### src/rtl/if_id_skid_pipe.sv
// IF/ID pipeline stage with a ready/valid handshake on both sides.
// A main register drives decode and a single skid entry absorbs one beat
// when decode stalls. A synchronous flush squashes everything held or
// arriving, and a saturating counter records how many beats were discarded.
module if_id_skid_pipe #(
    parameter int unsigned     IW        = 32,
    parameter int unsigned     AW        = 32,
    parameter logic [IW-1:0]   NOP_INSTR = '0,
    parameter int unsigned     CW        = 8
) (
    input  logic          clk,
    input  logic          rst_n,
    input  logic          in_valid,
    output logic          in_ready,
    input  logic [IW-1:0] in_instr,
    input  logic [AW-1:0] in_npc,
    input  logic          flush,
    output logic          out_valid,
    input  logic          out_ready,
    output logic [IW-1:0] out_instr,
    output logic [AW-1:0] out_npc,
    output logic [CW-1:0] flush_cnt
);

    typedef enum logic [1:0] {
        EMPTY = 2'd0,
        ONE   = 2'd1,
        FULL  = 2'd2
    } state_t;

    state_t        state_q, state_d;
    logic [IW-1:0] main_instr_q, main_instr_d;
    logic [AW-1:0] main_npc_q, main_npc_d;
    logic [IW-1:0] skid_instr_q, skid_instr_d;
    logic [AW-1:0] skid_npc_q, skid_npc_d;
    logic [CW-1:0] flush_cnt_q, flush_cnt_d;

    logic          accept;
    logic          take;
    logic          main_drop;
    logic          skid_drop;
    logic [CW+1:0] cnt_sum;

    // Handshake outputs decode the state register only, so in_ready has
    // no combinational dependency on out_ready.
    assign in_ready  = (state_q != FULL);
    assign out_valid = (state_q != EMPTY);
    assign out_instr = main_instr_q;
    assign out_npc   = main_npc_q;
    assign flush_cnt = flush_cnt_q;

    assign accept = in_valid & in_ready;
    assign take   = out_valid & out_ready;

    // Next-state, datapath and flush accounting.
    always_comb begin
        state_d      = state_q;
        main_instr_d = main_instr_q;
        main_npc_d   = main_npc_q;
        skid_instr_d = skid_instr_q;
        skid_npc_d   = skid_npc_q;
        flush_cnt_d  = flush_cnt_q;
        main_drop    = out_valid & ~out_ready;
        skid_drop    = (state_q == FULL);
        cnt_sum      = {2'b00, flush_cnt_q} + (CW+2)'(main_drop)
                     + (CW+2)'(skid_drop) + (CW+2)'(accept);

        if (flush) begin
            state_d      = EMPTY;
            main_instr_d = NOP_INSTR;
            main_npc_d   = '0;
            skid_instr_d = '0;
            skid_npc_d   = '0;
            if (cnt_sum > {2'b00, {CW{1'b1}}}) begin
                flush_cnt_d = '1;
            end else begin
                flush_cnt_d = cnt_sum[CW-1:0];
            end
        end else begin
            unique case (state_q)
                EMPTY: begin
                    if (accept) begin
                        main_instr_d = in_instr;
                        main_npc_d   = in_npc;
                        state_d      = ONE;
                    end
                end
                ONE: begin
                    if (accept && take) begin
                        main_instr_d = in_instr;
                        main_npc_d   = in_npc;
                    end else if (accept) begin
                        skid_instr_d = in_instr;
                        skid_npc_d   = in_npc;
                        state_d      = FULL;
                    end else if (take) begin
                        main_instr_d = NOP_INSTR;
                        main_npc_d   = '0;
                        state_d      = EMPTY;
                    end
                end
                FULL: begin
                    if (take) begin
                        main_instr_d = skid_instr_q;
                        main_npc_d   = skid_npc_q;
                        skid_instr_d = '0;
                        skid_npc_d   = '0;
                        state_d      = ONE;
                    end
                end
                default: begin
                    state_d      = EMPTY;
                    main_instr_d = NOP_INSTR;
                    main_npc_d   = '0;
                end
            endcase
        end
    end

    // State, storage and counter registers.
    always_ff @(posedge clk or negedge rst_n) begin
        if (!rst_n) begin
            state_q      <= EMPTY;
            main_instr_q <= NOP_INSTR;
            main_npc_q   <= '0;
            skid_instr_q <= '0;
            skid_npc_q   <= '0;
            flush_cnt_q  <= '0;
        end else begin
            state_q      <= state_d;
            main_instr_q <= main_instr_d;
            main_npc_q   <= main_npc_d;
            skid_instr_q <= skid_instr_d;
            skid_npc_q   <= skid_npc_d;
            flush_cnt_q  <= flush_cnt_d;
        end
    end

endmodule

### config.mk
export PLATFORM = sky130hd
export DESIGN_NAME = if_id_skid_pipe
export DESIGN_NICKNAME = d
export VERILOG_FILES = /design/src/rtl/if_id_skid_pipe.sv
export SDC_FILE = /design/constraint.sdc
export NUM_CORES = 1
export LEC_CHECK = 0
export BUFFER_PORTS_ARGS = -buffer_cell sky130_fd_sc_hd__buf_2
export CAP_MARGIN = 20
export CORE_MARGIN = 2
export CORE_UTILIZATION = 40
export CTS_BUF_LIST = sky130_fd_sc_hd__clkbuf_8 sky130_fd_sc_hd__clkbuf_16
export DETAILED_ROUTE_END_ITERATION = 10
export GPL_TIMING_DRIVEN = 0
export SYNTH_ARGS = -nofsm -noshare
export SYNTH_HDL_FRONTEND = slang
export SYNTH_SLANG_ARGS = --single-unit
### constraint.sdc
create_clock -name clk -period 2.92 [get_ports clk]
set_input_delay 0.584 -clock clk [delete_from_list [all_inputs] [get_ports clk]]
set_output_delay 0.584 -clock clk [all_outputs]
set_load 0.01 [all_outputs]
==> impl_metrics.sql <==
INSERT INTO impl_metrics (metric_group, metric, value, unit) VALUES
('outcome', 'outcome', 'finished, final reports clean', ''),
('pwr', 'power.total', '5.56', 'mW'),
('yosys', 'yosysSeqAreaShare', '0.479', ''),
('grt', 'antenna_violations_before_repair', '0', ''),
('run', 'drv.max_cap_violation_count', '0', ''),
('layout', 'filler_cell_count', '1622', ''),
('sta', 'final_critical_path_setup_slack', '198', 'ps'),
('pwr', 'clock_power_share', '0.413', ''),
('die', 'placementRows', '49', ''),
('cts', 'htree_levels', '4', ''),
('routing', 'num_vias', '5372', ''),
('critical_path', 'crit-reg2reg-capture', 'flush_cnt[6]', ''),
('critical_path', 'cp_data_required_time', '3220', 'ps'),
('yosys', 'yosys.cell_types.count', '43', ''),
('yosys', 'synth_area_leaders', 'sky130_fd_sc_hd__dfrtp_1 (48%), sky130_fd_sc_hd__mux2_1 (10%), sky130_fd_sc_hd__mux2i_1 (9.4%), sky130_fd_sc_hd__a22o_1 (7.8%), sky130_fd_sc_hd__o2bb2ai_1 (7.8%)', ''),
('grt', 'grt_overflow_total', '0', ''),
('min_path', 'hold_class', 'primary input to asynchronous set/reset pin', ''),
('sta', 'final_min_period_over_clock_period', '0.932', ''),
('yosys', 'synthTopCellsByCount', 'sky130_fd_sc_hd__dfrtp_1 (138), sky130_fd_sc_hd__mux2i_1 (68)', ''),
('grt', 'grt_pass1_wl', '30600', 'um'),
('pwr', 'switching_share', '0.279', ''),
('critical_path', 'timing_worst_setup_path_type', 'register to register', ''),
('layout', 'finalNetCount', '810', ''),
('pwr', 'intPower', '4.01', 'mW'),
('routing', 'routed_via_density', '5.48', ''),
('grt', 'grt_start_max_net_pins', '86', ''),
('cts', 'clock_latency', '420', 'ps'),
('cts', 'cts.reportedPaths.clkPinSlew', '60', 'ps'),
('routing', 'dr.pass1.iters', '4', ''),
('pwr', 'switching_power_summed_over_all_nets', '1.55', 'mW'),
('cts', 'cts_tree', 'built', ''),
('yosys', 'synth_enable_flop_cells', '0', ''),
('yosys', 'yosys_warnings', '0', ''),
('routing', 'initialDrtViolationCount', '299', ''),
('sta', 'rsz0062_at_grt', 'false', ''),
('sta', 'slew_hr', '0.479', ''),
('yosys', 'synth_seq_cells', '138', ''),
('cts', 'cts-buffers-inserted', '17', ''),
('die', 'core_region_area', '17800', 'sq um'),
('placement', 'place_hpwl', '13000', 'um'),
('cts', 'cts-hold-fix-buffers', '0', ''),
('pwr', 'power_density', '626', 'nW/um^2'),
('yosys', 'netlist.area_leader.share', '0.479', ''),
('yosys', 'synth.avg_cell_area', '12.5', 'sq um'),
('sta', 'finalSetupViolCount', '0', ''),
('yosys', 'biggest_area_consumer_among_synthesized_cells', 'sky130_fd_sc_hd__dfrtp_1', ''),
('layout', 'drive_gt1_frac', '0.289', ''),
('die', 'die_width', '138', 'um'),
('layout', 'area_growth', '23.1', '%'),
('yosys', 'synthMostInstantiatedCell', 'sky130_fd_sc_hd__dfrtp_1', ''),
('yosys', 'postSynthCellCount', '578', ''),
('cts', 'numClockSinks', '138', ''),
('die', 'initial_utilization', '0.404', ''),
('die', 'vertical_die_dimension', '138', 'um'),
('sta', 'slew_at_the_pin_with_the_worst_max_slew_slack', '782', 'ps'),
('grt', 'vias_in_the_first_global_route', '5670', ''),
('sta', 'hold_viol_final', '0', ''),
('pwr', 'p_comb_frac', '0.178', ''),
('layout', 'antennaDiodeCount', '0', ''),
('sta', 'finalCriticalPeriod', '2720', 'ps'),
('routing', 'wirelength', '18700', 'um'),
('sta', 'timing_max_transition_violations_final', '0', ''),
('critical_path', 'worst_r2r_path_depth', '11', ''),
('routing', 'drt.antenna.violating_nets', '0', ''),
('pwr', 'leakagePower', '4.08', 'nW'),
('die', 'die-area', '19100', 'sq um'),
('critical_path', 'reg2reg_setup_slack', '200', 'ps'),
('critical_path', 'worstSetupStartpointType', 'register', ''),
('yosys', 'synth_fp_nets', '650', ''),
('sta', 'worst_clock_skew', '11.3', 'ps'),
('critical_path', 'endpoint_kind', 'register', '');
[power by group through the flow]
stage	combinational, mW	clock (mW)	sequential [mW]
CTS	0.998	2.35	2.28
finish	0.988	2.29	2.28
detailed placement	0.992	0	2.31
floorplan	0.551	0	2.33
global placement	0.961	0	2.29
global route	1.10	2.43	2.30
[what timing repair did]
| item | CTS | global route |
|---|---|---|
| hold endpoints to repair | 0 | 0 |
| buffers inserted | 0 | 1 |
| gates resized for setup | 2 | 8 |
| endpoints found under the setup margin | 6 | 1 |
[cell type report]
class	count	area (sq um)	share of cell area
clock inverter	15	198	0.0223
sequential	138	3450	0.389
timing repair buffer	143	747	0.0841
tap	229	287	0.0323
multi-input combinational	375	3370	0.380
clock buffer	17	425	0.0479
inverter	6	22.5	0.00254
buffer	57	373	0.0420
[worst max-delay path by stage]
stage,start,endpoint
2_1_floorplan,state_q[1],flush_cnt[6]
3_3_place_gp,rst_n,out_npc[20]
3_5_place_dp,state_q[0],flush_cnt[6]
4_1_cts,state_q[0],flush_cnt[6]
5_1_grt,state_q[1],flush_cnt[6]
6_report,state_q[1],flush_cnt[6]
[worst max-delay path, stage by stage (launching register included)]
cell,delay (ps)
sky130_fd_sc_hd__dfrtp_1,350
sky130_fd_sc_hd__buf_2,170
sky130_fd_sc_hd__nor2b_4,160
sky130_fd_sc_hd__buf_6,170
sky130_fd_sc_hd__o21a_1,220
sky130_fd_sc_hd__nor2_1,120
sky130_fd_sc_hd__ha_1,180
sky130_fd_sc_hd__inv_1,60
sky130_fd_sc_hd__fa_1,420
sky130_fd_sc_hd__and4b_2,340
sky130_fd_sc_hd__nand3_1,100
sky130_fd_sc_hd__mux2_1,320
[sequential cells by signal, summed over array words and instances, names as in the netlist]
signal	count
skid_instr_q	32
skid_npc_q	32
state_q	2
flush_cnt	8
out_instr	32
out_npc	32
[per-stage QoR]
stage          utilization  instances  cell area [sq um]  hold WS [ps]  TNS (ps)
6_report             0.498        980               8880           116         0
5_1_grt              0.498        980               8880           159         0
4_1_cts              0.496        979               8850           138         0
3_5_place_dp         0.462        949               8240           481      -308
2_1_floorplan            -        578               7210           288         0
3_3_place_gp         0.460        948               8200           473    -96240
[metal layers]
metal | global-route usage | up-vias | part of all wire
li1 | - | 2541 | -
met1 | 0.277 | 2699 | 0.47
met2 | 0.322 | 119 | 0.48
met3 | 0.0436 | 13 | 0.037
met4 | 0.0489 | 0 | 0.0093
met5 | 0 | - | 0
[cells by family after synthesis]
logic type,after synthesis,share of synthesized area
flops,138,0.479
mux,133,0.196
fa+ha+maj,3,0.00625
simple gates,97,0.0932
compound gates,142,0.171
buf+inv,65,0.0543
[cell usage in the layout, fill, tap and decap left out, drive strengths merged, types with 4 or more instances in the layout]
| cell | netlist | routed |
|---|---|---|
| nand2 | 7 | 7 |
| nor2 | 5 | 5 |
| dfrtp | 138 | 138 |
| buf | 39 | 180 |
| nor3b | 64 | 64 |
| nand3 | 4 | 4 |
| inv | 6 | 8 |
| o2bb2ai | 64 | 64 |
| mux2 | 65 | 65 |
| a22o | 64 | 64 |
| bufinv | 0 | 4 |
| clkbuf | 20 | 37 |
| mux2i | 68 | 68 |
| clkinv | 0 | 6 |
Note: power is estimated with default switching activity, not from simulation.
